==> src/rtl/stack_pkg.sv <==
// Shared definitions for the hardware LIFO: default geometry and FSM encoding.
package stack_pkg;

  localparam int DEF_DATA_W = 16;
  localparam int DEF_ADDR_W = 4;

  typedef enum logic {
    ST_IDLE = 1'b0,
    ST_RD   = 1'b1
  } state_t;

endpackage : stack_pkg

==> src/rtl/stack_unit_if.sv <==
// CPU-side request/response bundle of the stack unit.
interface stack_unit_if
  import stack_pkg::*;
#(
  parameter int DATA_W = DEF_DATA_W,
  parameter int ADDR_W = DEF_ADDR_W
);

  logic              push;
  logic              pop;
  logic [DATA_W-1:0] data_in;
  logic              err_clr;
  logic [DATA_W-1:0] data_out;
  logic              pop_done;
  logic              push_done;
  logic              busy;
  logic [ADDR_W:0]   count;
  logic              full;
  logic              empty;
  logic              overflow_err;
  logic              underflow_err;

  // CPU control unit side
  modport master (
    output push, pop, data_in, err_clr,
    input  data_out, pop_done, push_done, busy, count, full, empty,
           overflow_err, underflow_err
  );

  // Stack unit side
  modport slave (
    input  push, pop, data_in, err_clr,
    output data_out, pop_done, push_done, busy, count, full, empty,
           overflow_err, underflow_err
  );

endinterface : stack_unit_if

==> src/rtl/stack_ram.sv <==
// Stack storage: synchronous write, combinational read, contents never reset.
module stack_ram
  import stack_pkg::*;
#(
  parameter int DATA_W = DEF_DATA_W,
  parameter int ADDR_W = DEF_ADDR_W
) (
  input  logic              clk,
  input  logic              we,
  input  logic [ADDR_W-1:0] waddr,
  input  logic [DATA_W-1:0] wdata,
  input  logic [ADDR_W-1:0] raddr,
  output logic [DATA_W-1:0] rdata
);

  localparam int DEPTH = 2 ** ADDR_W;

  logic [DATA_W-1:0] mem [DEPTH];

  always_ff @(posedge clk) begin
    if (we) begin
      mem[waddr] <= wdata;
    end
  end

  assign rdata = mem[raddr];

endmodule : stack_ram

==> src/rtl/stack_unit.sv <==
// Hardware LIFO for the CPU: push/pop/swap-top handling, occupancy tracking,
// sticky error flags and one-cycle completion pulses.
module stack_unit
  import stack_pkg::*;
#(
  parameter int DATA_W = DEF_DATA_W,
  parameter int ADDR_W = DEF_ADDR_W
) (
  input  logic         clk,
  input  logic         rst,
  stack_unit_if.slave  bus
);

  localparam logic [ADDR_W:0] DEPTH = (ADDR_W+1)'(2 ** ADDR_W);

  state_t            state;
  logic [ADDR_W:0]   count;
  logic [DATA_W-1:0] rd_data_p0;
  logic [DATA_W-1:0] data_out_q;
  logic              pop_done_q;
  logic              push_done_q;
  logic              ovf_q;
  logic              udf_q;

  logic              full_w;
  logic              empty_w;
  logic              idle_w;
  logic              do_push;
  logic              do_pop;
  logic              do_swap;
  logic              ovf_set;
  logic              udf_set;
  logic [ADDR_W-1:0] top_addr;
  logic              ram_we;
  logic [ADDR_W-1:0] ram_waddr;
  logic [DATA_W-1:0] ram_rdata;

  function automatic logic [ADDR_W:0] sat_inc(input logic [ADDR_W:0] c);
    return (c == DEPTH) ? c : c + (ADDR_W+1)'(1);
  endfunction

  function automatic logic [ADDR_W:0] sat_dec(input logic [ADDR_W:0] c);
    return (c == '0) ? c : c - (ADDR_W+1)'(1);
  endfunction

  assign full_w  = (count == DEPTH);
  assign empty_w = (count == '0);
  // Low address bits of count-1 still point at the top entry when full.
  assign top_addr = count[ADDR_W-1:0] - ADDR_W'(1);

  always_comb begin
    idle_w  = (state == ST_IDLE);
    do_swap = idle_w & bus.push & bus.pop & ~empty_w;
    // A push+pop on an empty stack degrades to a plain push.
    do_push = idle_w & bus.push & ((~bus.pop & ~full_w) | (bus.pop & empty_w));
    do_pop  = idle_w & bus.pop & ~bus.push & ~empty_w;
    ovf_set = idle_w & bus.push & ~bus.pop & full_w;
    udf_set = idle_w & bus.pop & empty_w;
    ram_we    = do_push | do_swap;
    ram_waddr = do_swap ? top_addr : count[ADDR_W-1:0];
  end

  stack_ram #(
    .DATA_W (DATA_W),
    .ADDR_W (ADDR_W)
  ) u_ram (
    .clk   (clk),
    .we    (ram_we),
    .waddr (ram_waddr),
    .wdata (bus.data_in),
    .raddr (top_addr),
    .rdata (ram_rdata)
  );

  // Stage p0: top value captured at the request edge, before any swap write lands.
  always_ff @(posedge clk) begin
    if (do_pop | do_swap) begin
      rd_data_p0 <= ram_rdata;
    end
  end

  always_ff @(posedge clk or negedge rst) begin
    if (!rst) begin
      state       <= ST_IDLE;
      count       <= '0;
      data_out_q  <= '0;
      pop_done_q  <= 1'b0;
      push_done_q <= 1'b0;
      ovf_q       <= 1'b0;
      udf_q       <= 1'b0;
    end else begin
      pop_done_q  <= 1'b0;
      push_done_q <= do_push | do_swap;
      // Clear and set in the same cycle: set wins.
      ovf_q <= (ovf_q & ~bus.err_clr) | ovf_set;
      udf_q <= (udf_q & ~bus.err_clr) | udf_set;
      case (state)
        ST_IDLE: begin
          if (do_push) begin
            count <= sat_inc(count);
          end else if (do_pop) begin
            count <= sat_dec(count);
          end
          if (do_pop | do_swap) begin
            state <= ST_RD;
          end
        end
        ST_RD: begin
          data_out_q <= rd_data_p0;
          pop_done_q <= 1'b1;
          state      <= ST_IDLE;
        end
        default: state <= ST_IDLE;
      endcase
    end
  end

  assign bus.data_out      = data_out_q;
  assign bus.pop_done      = pop_done_q;
  assign bus.push_done     = push_done_q;
  assign bus.busy          = (state == ST_RD);
  assign bus.count         = count;
  assign bus.full          = full_w;
  assign bus.empty         = empty_w;
  assign bus.overflow_err  = ovf_q;
  assign bus.underflow_err = udf_q;

endmodule : stack_unit

==> src/flat_wrapper.sv <==
// flat-port wrapper written by rule: the top's interface ports become plain ports
module stack_unit_flat import stack_pkg::*;
#(
  parameter int DATA_W = DEF_DATA_W,
  parameter int ADDR_W = DEF_ADDR_W
)
  (clk, rst, bus_push, bus_pop, bus_data_in, bus_err_clr, bus_data_out, bus_pop_done, bus_push_done, bus_busy, bus_count, bus_full, bus_empty, bus_overflow_err, bus_underflow_err);
  stack_unit_if #(.DATA_W(DATA_W), .ADDR_W(ADDR_W)) bus_i ();
  input  logic clk;
  input  logic rst;
  input wire logic [$bits(bus_i.push)-1:0] bus_push;
  input wire logic [$bits(bus_i.pop)-1:0] bus_pop;
  input wire logic [$bits(bus_i.data_in)-1:0] bus_data_in;
  input wire logic [$bits(bus_i.err_clr)-1:0] bus_err_clr;
  output wire logic [$bits(bus_i.data_out)-1:0] bus_data_out;
  output wire logic [$bits(bus_i.pop_done)-1:0] bus_pop_done;
  output wire logic [$bits(bus_i.push_done)-1:0] bus_push_done;
  output wire logic [$bits(bus_i.busy)-1:0] bus_busy;
  output wire logic [$bits(bus_i.count)-1:0] bus_count;
  output wire logic [$bits(bus_i.full)-1:0] bus_full;
  output wire logic [$bits(bus_i.empty)-1:0] bus_empty;
  output wire logic [$bits(bus_i.overflow_err)-1:0] bus_overflow_err;
  output wire logic [$bits(bus_i.underflow_err)-1:0] bus_underflow_err;
  assign bus_i.push = bus_push;
  assign bus_i.pop = bus_pop;
  assign bus_i.data_in = bus_data_in;
  assign bus_i.err_clr = bus_err_clr;
  assign bus_data_out = bus_i.data_out;
  assign bus_pop_done = bus_i.pop_done;
  assign bus_push_done = bus_i.push_done;
  assign bus_busy = bus_i.busy;
  assign bus_count = bus_i.count;
  assign bus_full = bus_i.full;
  assign bus_empty = bus_i.empty;
  assign bus_overflow_err = bus_i.overflow_err;
  assign bus_underflow_err = bus_i.underflow_err;
  stack_unit #(.DATA_W(DATA_W), .ADDR_W(ADDR_W)) u_core (.clk(clk), .rst(rst), .bus(bus_i));
endmodule
==> config.mk <==
export PLATFORM = sky130hd
export DESIGN_NAME = stack_unit_flat
export DESIGN_NICKNAME = d
export VERILOG_FILES = /design/src/rtl/stack_pkg.sv /design/src/rtl/stack_unit_if.sv /design/src/rtl/stack_ram.sv /design/src/rtl/stack_unit.sv /design/src/flat_wrapper.sv
export SDC_FILE = /design/constraint.sdc
export NUM_CORES = 1
export LEC_CHECK = 0
export CORE_MARGIN = 2
export CORE_UTILIZATION = 60
export DETAILED_ROUTE_END_ITERATION = 12
export HOLD_SLACK_MARGIN = 0.08
export PLACE_DENSITY = 0.8
export SYNTH_ARGS = -nofsm -noshare
export SYNTH_HDL_FRONTEND = slang
export SYNTH_SLANG_ARGS = --single-unit
==> constraint.sdc <==
create_clock -name clk -period 4.6 [get_ports clk]
set_clock_uncertainty 0.15 [all_clocks]
set_input_delay 0.69 -clock clk [delete_from_list [all_inputs] [get_ports clk]]
set_output_delay 0.69 -clock clk [all_outputs]
set_load 0.02 [all_outputs]
==> impl_metrics.py, run 1 <==
metrics = {
    "placement": {
        "dpl.hpwl_um": 15540,
        "place_congestion": 0.8914,
        "place_ws_ps": 1098,
        "io_buffers": 48,
    },
    "sta": {
        "fin_ws_ps": 864.5,
        "hold_viol_final": 0,
        "slew_headroom_pct": 37.78,
        "final_min_period_over_clock_period_pct": 81.21,
        "worst_slew_pin_slew_ps": 932.3,
        "slew_viol_final": 0,
        "setup_viol": 0,
        "min_period_ps": 3736,
        "grt_setup_unrepaired": "false",
        "holdWs_ps": 330.6,
        "max_freq_mhz": 267.7,
        "tns_ps": 0,
    },
    "logic_synthesis": {
        "synth_area_mm2": 0.01163,
        "synthCells": 544,
        "syn_avg_cell_area_um2": 21.38,
        "synth_fp_nets": 571,
        "ys_seq_area_share_pct": 75.82,
        "synth_edf_count": 272,
        "async_flop_share_pct": 8.725,
        "synth_cell_types": 45,
        "ys_ff_latch": 298,
        "synthFlopType": "edfxtp_1",
        "yosysWarnings": 0,
    },
    "critical_path": {
        "crit_required_ps": 3760,
        "arrival_ps": 2900,
        "cp_top_family": "buffers and inverters",
        "r2r_end": "u_core.u_ram.mem[12][15]",
        "rr_worst_depth": 7,
        "crit_cells": 5,
        "crit_buf_inv": 3,
        "path_cells": "inv_1 -> ha_2 -> or4b_1 -> inv_4 -> clkdlybuf4s50_1",
        "cp-end-kind": "output port",
        "reg2reg_slack_ps": 1170,
        "crit_type": "reg2out",
        "cp_slowest_cell": "clkdlybuf4s50_1",
        "startpoint": "u_core.bus.count[0]",
        "worst_path_largest_cell_delay_ps": 620,
        "startpoint_type": "flop",
        "r2r_start": "u_core.bus.count[0]",
        "crit_path_max_fanout": 13,
    },
    "global_routing": {
        "antenna_found_initial": 0,
        "overflow": 0,
        "grt_max_degree": 42,
        "grtUsageTotal_pct": 24.72,
        "grt_pass1_vias": 5834,
        "grt_pass1_wl_um": 36250,
    },
    "floorplanning": {
        "start_util_pct": 61.56,
        "ios": 49,
        "die_h_um": 143.2,
        "placementRows": 50,
        "core_mm2": 0.01889,
        "die_area_mm2": 0.02051,
        "die_width_um": 143.2,
    },
    "cts": {
        "ctsResizeCount": 0,
        "postCtsHoldBufs": 0,
        "cts_made_buffers": 29,
        "h-tree-depth": 1,
        "clock-sinks": 298,
        "cts_tree": "done",
        "post_cts_buffers": 0,
        "clkTransAtPathRegs_ps": 60,
        "ctsLongestPathBuffers": 3,
        "clk_latency_ps": 550,
        "cts-root-buf": "clkbuf_16",
    },
    "route": {
        "avgRoutedWirePerCell_um": 26.72,
        "vias_per_cell": 6.242,
        "vias": 5618,
        "ant_nets": 0,
        "totalWireLength_um": 24050,
        "dr.pass1.iters": 4,
        "drt_iter0_drc": 625,
        "drcViolationCount": 0,
    },
    "cells_and_area": {
        "area_growth_pct": 15.54,
        "multi_input_area_mm2": 0.002755,
        "insertedDiodeCount": 0,
        "drive_gt1_share_pct": 26.25,
        "fill_cells": 1133,
        "final_core_utilization_pct": 71.13,
        "fin_nets": 647,
        "regArea_mm2": 0.008822,
    },
    "power": {
        "p_per_area_mw_per_mm2": 685.8,
        "vdd_drop_max_mv": 0.3702,
        "p_leak_nw": 4.375,
    },
    "worst_hold_path": {
        "hold_end": "u_core.bus.data_out[9]",
        "min_delay_path_depth": 1,
        "worstHoldPathType": "reg2reg",
        "hp-start": "u_core.rd_data_p0[9]",
    },
    "run": {
        "max_cap_viol_count": 0,
    },
    "status": {
        "status": "finished clean",
    },
}
-- worst max path at each step --
stage | to | slack [ps]
after floorplan | u_core.u_ram.mem[0][0] | 420
after global placement | u_core.u_ram.mem[12][15] | 1190
after detailed placement | u_core.u_ram.mem[12][15] | 1100
after CTS | bus_empty | 850
after global routing | bus_empty | 750
final | bus_empty | 860
-- cell families (layout without fill, tap and decap cells) --
| group | after synthesis | in the layout | synth area share, % |
|---|---|---|---|
| XOR/XNOR | 8 | 8 | 0.8929 |
| buffers and inverters | 31 | 127 | 1.388 |
| flip-flops | 298 | 298 | 75.82 |
| AND/OR/NAND/NOR | 55 | 55 | 2.829 |
| adder cells (fa/ha/maj) | 6 | 6 | 0.7100 |
| AO/OA/AOI/OAI | 47 | 47 | 2.700 |
| multiplexers | 99 | 99 | 15.66 |
-- cell type report --
type,count,share of cell area [%]
clock inverter,13,0.6424
clock buffer,38,5.651
sequential,298,65.65
timing repair buffer,72,5.009
inverter,4,0.1303
multi-input combinational,215,20.50
tap,260,2.421
-- layer usage --
metal  global-route usage, %  routed length (um)
met1                   32.65                9046
met2                   41.60               12310
met3                   5.332                1968
met4                   8.359                 723
met5                       0                   0
-- flip-flops by register name, indices dropped and copies added, names as in the netlist --
name                      count
u_core.bus.overflow_err       1
u_core.bus.push_done          1
u_core.bus.underflow_err      1
u_core.bus.count              5
u_core.bus.busy               1
u_core.bus.data_out          16
u_core.u_ram.mem            256
u_core.bus.pop_done           1
u_core.rd_data_p0            16
-- cells in the mapped netlist, types with 4 or more instances --
cell / n / share of area (%)
edfxtp_1: 272 / 70
mux4_2: 64 / 12
dfrtp_1: 26 / 5.6
a21oi_1: 21 / 0.90
nor3_1: 18 / 0.77
mux2i_1: 17 / 1.5
a211oi_1: 16 / 1.0
mux2_2: 16 / 1.5
nor2b_1: 16 / 0.86
buf_2: 13 / 0.56
clkbuf_1: 7 / 0.23
buf_4: 5 / 0.32
ha_1: 5 / 0.54
nor2_1: 4 / 0.13
xnor2_1: 4 / 0.30
-- power by group --
group          switching (mW)  total [mW]  internal, mW
Clock                   0.917        2.12          1.21
Sequential              0.211        3.63          3.42
Combinational            1.91        3.46          1.55
-- placed cells by master, fill, tap and decap left out, drive strengths merged --
| cell type | count |
|---|---|
| a22o | 1 |
| and4 | 1 |
| mux4 | 64 |
| nor2 | 4 |
| a21oi | 21 |
| and4bb | 1 |
| and3 | 1 |
| nand3b | 1 |
| a211oi | 16 |
| nand2 | 3 |
| and3b | 1 |
| and2 | 1 |
| edfxtp | 272 |
| or3b | 1 |
| dfrtp | 26 |
| o2bb2ai | 1 |
| xnor2 | 5 |
| a2bb2oi | 2 |
| clkbuf | 38 |
| or4b | 1 |
| ha | 5 |
| fa | 1 |
| buf | 24 |
| inv | 5 |
| clkinv | 11 |
| a21o | 2 |
| nor2b | 16 |
| clkdlybuf4s50 | 48 |
| o21ai | 1 |
| a211o | 1 |
| nand2b | 2 |
| or3 | 1 |
| nand3 | 1 |
| nor3 | 18 |
| xor2 | 3 |
| nor4 | 2 |
| a31oi | 2 |
| mux2i | 17 |
| mux2 | 18 |
| bufinv | 1 |
-- per-stage QoR --
stage          area, um2  cells  power (mW)
2_1_floorplan      11630    544       5.948
3_3_place_gp       12590    849       7.066
3_5_place_dp       12590    849       7.127
4_1_cts            13440    900       9.264
5_1_grt            13440    900       9.626
6_report           13440    900       9.216
Note: power is estimated with default switching activity, not from simulation.
==> run 2: changes to the inputs <==
==> constraint.sdc (replaced) <==
create_clock -name clk -period 3.6 [get_ports clk]
set_clock_uncertainty 0.15 [all_clocks]
set_input_delay 0.54 -clock clk [delete_from_list [all_inputs] [get_ports clk]]
set_output_delay 0.54 -clock clk [all_outputs]
set_load 0.02 [all_outputs]
==> run 2 against run 1 <==
  * Cell count increased by 1.2%
  * Global-route usage fell by 1.2 points
  * Largest cell class unchanged
  * Hold slack got worse by 110 ps
  * Die area unchanged
  * Critical path depth unchanged
  * Utilization rose by 0.93 points
  * Clock power up 38%
==> impl_metrics.py, run 2 (synthesis results as in run 1) <==
metrics = {
    "sta": {
        "tns_ps": 0,
        "max_freq_mhz": 288.1,
        "worst_slew_pin_slew_ps": 1080,
        "hold_viol_final": 0,
        "setup_viol": 0,
        "slew_headroom_pct": 27.66,
        "grt_setup_unrepaired": "false",
        "slew_viol_final": 0,
        "min_period_ps": 3471,
        "final_min_period_over_clock_period_pct": 96.41,
    },
    "floorplanning": {
        "die_h_um": 143.2,
        "start_util_pct": 61.56,
        "placementRows": 50,
        "die_area_mm2": 0.02051,
        "die_width_um": 143.2,
        "ios": 49,
        "core_mm2": 0.01889,
    },
    "power": {
        "p_per_area_mw_per_mm2": 872.1,
        "p_leak_nw": 4.495,
        "vdd_drop_max_mv": 0.4897,
    },
    "route": {
        "drcViolationCount": 0,
        "avgRoutedWirePerCell_um": 25.58,
        "drt_iter0_drc": 504,
        "totalWireLength_um": 23300,
        "vias": 5717,
        "vias_per_cell": 6.276,
        "ant_nets": 0,
        "dr.pass1.iters": 5,
    },
    "global_routing": {
        "overflow": 0,
        "antenna_found_initial": 1,
        "grt_pass1_vias": 5849,
        "grt_pass1_wl_um": 34580,
        "grt_max_degree": 40,
        "grtUsageTotal_pct": 23.55,
    },
    "cts": {
        "postCtsHoldBufs": 0,
        "cts_tree": "done",
        "cts_made_buffers": 29,
        "clkTransAtPathRegs_ps": 60,
        "clock-sinks": 298,
        "ctsResizeCount": 0,
        "clk_latency_ps": 540,
        "ctsLongestPathBuffers": 3,
        "cts-root-buf": "clkbuf_16",
        "h-tree-depth": 1,
        "post_cts_buffers": 0,
    },
    "cells_and_area": {
        "fin_nets": 654,
        "final_common_cell": "edfxtp_1",
        "final_core_utilization_pct": 72.07,
        "layout_common_cells": "edfxtp_1, mux4_2, clkdlybuf4s50_1, clkbuf_16, buf_4",
        "fill_cells": 1091,
        "largest_reg_flops": 256,
        "drive_gt1_share_pct": 27.69,
        "area_growth_pct": 17.06,
        "largest-register": "u_core.u_ram.mem",
    },
    "critical_path": {
        "r2r_start": "u_core.bus.count[0]",
        "rr_worst_depth": 7,
        "startpoint_type": "flop",
        "crit_required_ps": 2910,
        "reg2reg_slack_ps": 380,
        "arrival_ps": 2780,
        "crit_path_max_fanout": 8,
        "crit_type": "reg2out",
        "startpoint": "u_core.bus.count[0]",
        "r2r_end": "u_core.u_ram.mem[7][5]",
        "cp-end-kind": "output port",
        "cp-endpoint": "bus_empty",
    },
    "placement": {
        "io_buffers": 48,
        "dpl.hpwl_um": 13310,
        "place_congestion": 0.7960,
    },
    "status": {
        "status": "finished clean",
    },
    "run": {
        "max_cap_viol_count": 0,
    },
    "worst_hold_path": {
        "worstHoldPathType": "in2async",
    },
}
run 2: cell types whose count changed in the layout (fill, tap and decap cells not counted), sizes merged:
cell and change:
clkinv -4, clkbuf +4, bufinv +2, diode +1, buf +7, inv +1
run 2: final cells by class:
cell class | count | area, um2 | area share [%]
diodes | 1 | 2.502 | 0.01838
clock buffers | 42 | 784.5 | 5.762
clock inverters | 12 | 141.4 | 1.038
inverters | 4 | 17.52 | 0.1287
multi-input cells | 215 | 2784 | 20.45
flip-flops and latches | 298 | 8822 | 64.79
well taps | 260 | 325.3 | 2.389
repair buffers | 79 | 738.2 | 5.422
run 2: critical path: stages (launching register included):
cell and delay, ps:
dfrtp_4 480, inv_1 180, ha_2 220, or4b_1 590
inv_4 150, clkdlybuf4s50_1 620
run 2: report_power, final:
part	switching [mW]	internal, mW
Clock	1.20	1.73
Combinational	2.34	2.02
Sequential	0.214	4.37
Total	3.75	8.12
run 2: routing by layer:
metal | GRT usage [%] | vias to the layer above | share of wire (%)
met2 | 39.71 | 264 | 52
met5 | 0 | - | 0
met4 | 6.760 | 0 | 2.1
met1 | 32.12 | 2990 | 39
met3 | 4.359 | 41 | 7.3
li1 | - | 2422 | -
run 2: through the flow:
stage          instance area (um2)  std cells  power (mW)  hold WS [ps]  setup WS, ps
6_report                     13620        911       11.87         222.6         129.3
3_5_place_dp                 12690        856       9.009         313.4         379.3
4_1_cts                      13610        910       11.97         219.9         128.1
3_3_place_gp                 12690        856       8.865         308.6         396.7
5_1_grt                      13620        911       12.38         249.4         66.22
2_1_floorplan                11740        544       7.679         94.41        -141.8
run 2: worst min-delay path by stage:
stage	slack, ps	end	startpoint	cells past startpoint
floorplan	90	u_core.bus.busy	rst	0
global placement	310	u_core.bus.data_out[7]	u_core.rd_data_p0[7]	1
detailed placement	310	u_core.bus.data_out[6]	u_core.rd_data_p0[6]	1
CTS	220	u_core.bus.busy	rst	2
global route	250	u_core.bus.busy	rst	2
finish	220	u_core.bus.push_done	rst	2
==> patch 1 (settings of run 1) <==
`DEF_DATA_W`: 16 -> 14.
--- a/src/rtl/stack_pkg.sv
+++ b/src/rtl/stack_pkg.sv
@@ -1,7 +1,7 @@
 // Shared definitions for the hardware LIFO: default geometry and FSM encoding.
 package stack_pkg;
 
-  localparam int DEF_DATA_W = 16;
+  localparam int DEF_DATA_W = 14;
   localparam int DEF_ADDR_W = 4;
 
   typedef enum logic {
Interface: changed (resized bus_data_in and bus_data_out); port bits go from 49 to 45. No check against the original RTL was run, so the function may have changed too.
==> patch 1 against run 1 <==
Power fell by 11%. Global-route usage fell by 0.65 points. Largest power group unchanged. Cell area shrank 11%. Critical endpoint unchanged. Core utilization grew 0.77 points. Area after synthesis shrank 12%. Sequential cell count decreased by 36. Wire length decreased by 12%. Worst setup slack better by 0.18 ns.
==> patch 1: results (changes against run 1) <==
Outcome
  – Status: finished clean

GRT
  – First-pass GRT wire length: 31900 um (-12%)
  – Vias in the first global route: 5296 (-9.2%)
  – M1 GR Usage: 33.7% (+1.1 points)
  – Met3 global-route usage: 3.45% (-1.9 points)
  – Met2 usage: 39.8% (-1.8 points)
  – Largest net degree at the start of global routing: 57 (+36%)
  – GR Util All Layers: 24.1% (-0.65 points)

Detailed routing
  – DR iter-0 viols: 482 (-23%)
  – Routed Wire Length: 21200 um (-12%)
  – Drt first pass iters: 5 (+1)
  – Via density: 6.43 (+3.0%)

Place
  – Detailed placer's ending HPWL: 11800 um (-24%)
  – GPL Wtd Cong: 0.834 (-6.4%)
  – Number of buffers added on ports: 44 (-8.3%)
  – Post-Place Setup Slack: 1.33 ns (+0.233 ns)
  – Inst Count DP: 748 (-12%)

Layout
  – Clk tree area frac: 7.05% (+0.75 points)
  – Number of non-clock buffers: 65 (-9.7%)
  – Number of fill cells in the layout: 922 (-19%)
  – Post-Layout Cell Count: 796 (-12%)
  – Largest register FFs: 224 (-13%)
  – Ant diodes: 0 (unchanged)
  – Share of layout cells above drive strength 1: 27.8% (+1.5 points)
  – Most flops, register: u_core.u_ram.mem
  – Layout non-clock buf frac: 5.00% (-0.011 points)
  – Clock buffer cells: 29 (-24%)

Synthesis
  – Mux contribution to synthesized area: 15.6% (-0.10 points)
  – Post-synthesis compound-gate area fraction: 2.81% (+0.11 points)
  – Mapped Nets: 513 (-10%)
  – Largest cells by area after synthesis: edfxtp_1 70%, mux4_2 12%, dfrtp_1 5.8%
  – Most frequent cells after synthesis: 238 x edfxtp_1, 56 x mux4_2, 24 x dfrtp_1, 19 x a21oi_1, 18 x nor3_1
  – Synthesized-area fraction occupied by adder cells: 0.804% (+0.094 points)
  – Post-synth EDFFs: 238 (-13%)
  – Netlist cell types: 44 (-2.2%)
  – Post-synthesis sequential area ratio: 75.4% (-0.42 points)
  – Yosys reg bits: 262 (-12%)
  – Synth Instances: 488 (-10%)

Hold path
  – Hold Path End: u_core.bus.data_out[10]$_DFFE_PN0P_
  – HP Start: u_core.rd_data_p0[10]$_DFFE_PN_
  – Hold depth: 1 (unchanged)

Worst setup path
  – Critical path arrival: 2.71 ns (-0.19 ns)
  – FF-to-FF End: u_core.rd_data_p0[0]$_DFFE_PN_
  – Worst-path maximum fanout: 8 (-5)
  – Origin of the critical flop-to-flop path: u_core.bus.count[1]$_DFFE_PN0P_

Timing
  – Worst-margin pin slew: 1.10 ns (+0.167 ns)
  – Final worst slack: 1.05 ns (+0.183 ns)

Power
  – VDD IR max: 586 uV (+58%)
  – P_int: 5.57 mW (-9.9%)
  – Leak: 3.94 nW (-10%)

Clock tree
  – Total CTS buffers: 26 (-10%)
  – Worst skew pair latency: 0.52 ns (-0.03 ns)
==> patch 1: power by group through the flow <==
stage	Sequential, mW	Clock (mW)	Combinational, mW
floorplan	3.26	0	2.01
global placement	3.19	0	2.93
detailed placement	3.21	0	2.99
CTS	3.17	2.09	3.05
global route	3.20	2.18	3.22
finish	3.17	2.06	3.02
==> patch 1: through the flow <==
| stage | power (mW) | cell area, um^2 | util, % | hold slack [ns] |
|---|---|---|---|---|
| global placement | 6.11 | 11100 | 66.8 | 0.310 |
| detailed placement | 6.21 | 11100 | 66.8 | 0.314 |
| CTS | 8.31 | 12000 | 71.9 | 0.332 |
| global route | 8.59 | 12000 | 71.9 | 0.350 |
| finish | 8.25 | 12000 | 71.9 | 0.329 |
| floorplan | 5.27 | 10300 | - | 0.244 |
==> patch 1: routing by layer <==
layer	part of all wire [%]	up-vias	wire length (um)
li1	-	2155	-
met1	39	2663	8290
met2	51	253	10700
met3	7.5	45	1600
met4	2.7	0	583
met5	0	-	0
==> patch 2 (flow settings as in run 1) <==
Without the edit above. Make the reset (`rst`) synchronous in one clocked block.
--- a/src/rtl/stack_unit.sv
+++ b/src/rtl/stack_unit.sv
@@ -79,7 +79,7 @@
     end
   end
 
-  always_ff @(posedge clk or negedge rst) begin
+  always_ff @(posedge clk) begin
     if (!rst) begin
       state       <= ST_IDLE;
       count       <= '0;
Behaviour: differs if rst is asserted again (counterexample within 4 cycles, from zero or initial values and one cycle with rst low); with rst held inactive, the same outputs for 10 cycles.
==> patch 2 against run 1 <==
Count of clock-buffer cells in the layout decreased by 5. Core utilization decreased by 0.11 points. Wire length decreased by 1.1%. Cell area decreased by 0.15%. Worst setup slack better by 0.44 ns. Area after synthesis is essentially flat. Power fell by 2.0%. Sequential cell count unchanged. Critical path depth is 6 higher. Critical endpoint is now u_core.bus.count[4]$_SDFFE_PN0P_. Largest power group unchanged.
==> patch 2: results (changes against run 1) <==
Worst setup path
  – Worst-path maximum fanout: 8 (-5)
  – Critical path arrival: 3.57 ns (+0.67 ns)
  – CP max stage delay: 0.43 ns (-0.19 ns)
  – Worst R2R Path Depth: 11 (+4)

Synthesis
  – Synth Instances: 700 (+29%)
  – Mux contribution to synthesized area: 10.5% (-5.2 points)
  – Post-synthesis sequential area ratio: 74.6% (-1.2 points)
  – Mapped Nets: 727 (+27%)
  – Synthesized-area fraction occupied by adder cells: 0.709% (about the same)
  – Netlist cell types: 44 (-2.2%)
  – Most frequent cells after synthesis: 272 x edfxtp_1, 101 x nand2_1, 50 x mux2i_1, 34 x nand3_1, 32 x mux4_2

Place
  – Detailed placer's ending HPWL: 13900 um (-11%)
  – Post-Place Setup Slack: 1.24 ns (+0.138 ns)

Detailed routing
  – Drt first pass iters: 5 (+1)
  – DR iter-0 viols: 652 (+4.3%)
  – Via density: 6.11 (-2.2%)
  – Post-DR wirelength/cell: 22.7 um (-15%)
  – Vias: 6400 (+14%)

Outcome
  – Status: finished clean

GRT
  – First-pass GRT wire length: 36600 um (+1.1%)
  – Largest net degree at the start of global routing: 80 (+90%)

Hold path
  – HP Start: u_core.bus.underflow_err$_SDFF_PN0_
  – Hold Path End: u_core.bus.underflow_err$_SDFF_PN0_

Timing
  – Rel. slew slack: 23.2% (-15 points)

Clock tree
  – Total CTS buffers: 28 (-3.4%)
==> patch 2: changes by cell type after synthesis, moves of 26 or more <==
cell,run 1,this run
dfxtp_1,0,26
dfrtp_1,26,0
mux2i_1,17,50
mux4_2,64,32
nand2_1,3,101
nand3_1,1,34
==> patch 2: routing by layer <==
| metal | GRT usage, % | routed length [um] | vias up |
|---|---|---|---|
| met2 | 39.4 | 11700 | 343 |
| met3 | 4.02 | 2070 | 55 |
| met4 | 8.67 | 653 | 0 |
| met5 | 0 | 0 | - |
| li1 | - | - | 2816 |
| met1 | 33.1 | 9330 | 3186 |
==> patch 2: power by group <==
part           internal (mW)  switching, mW  total (mW)  leakage (nW)
logic                   1.19           1.97        3.16          1.34
clock network           1.36          0.926        2.29         0.450
registers               3.42          0.160        3.58          2.67
==> patch 2: layout make-up <==
type | count | area [um^2]
clock buffer | 33 | 741
clock inverter | 18 | 178
fill | 1152 | 5470
inverter | 4 | 15.0
multi-input combinational | 360 | 2790
sequential | 298 | 8690
tap | 260 | 325
timing repair buffer | 75 | 683
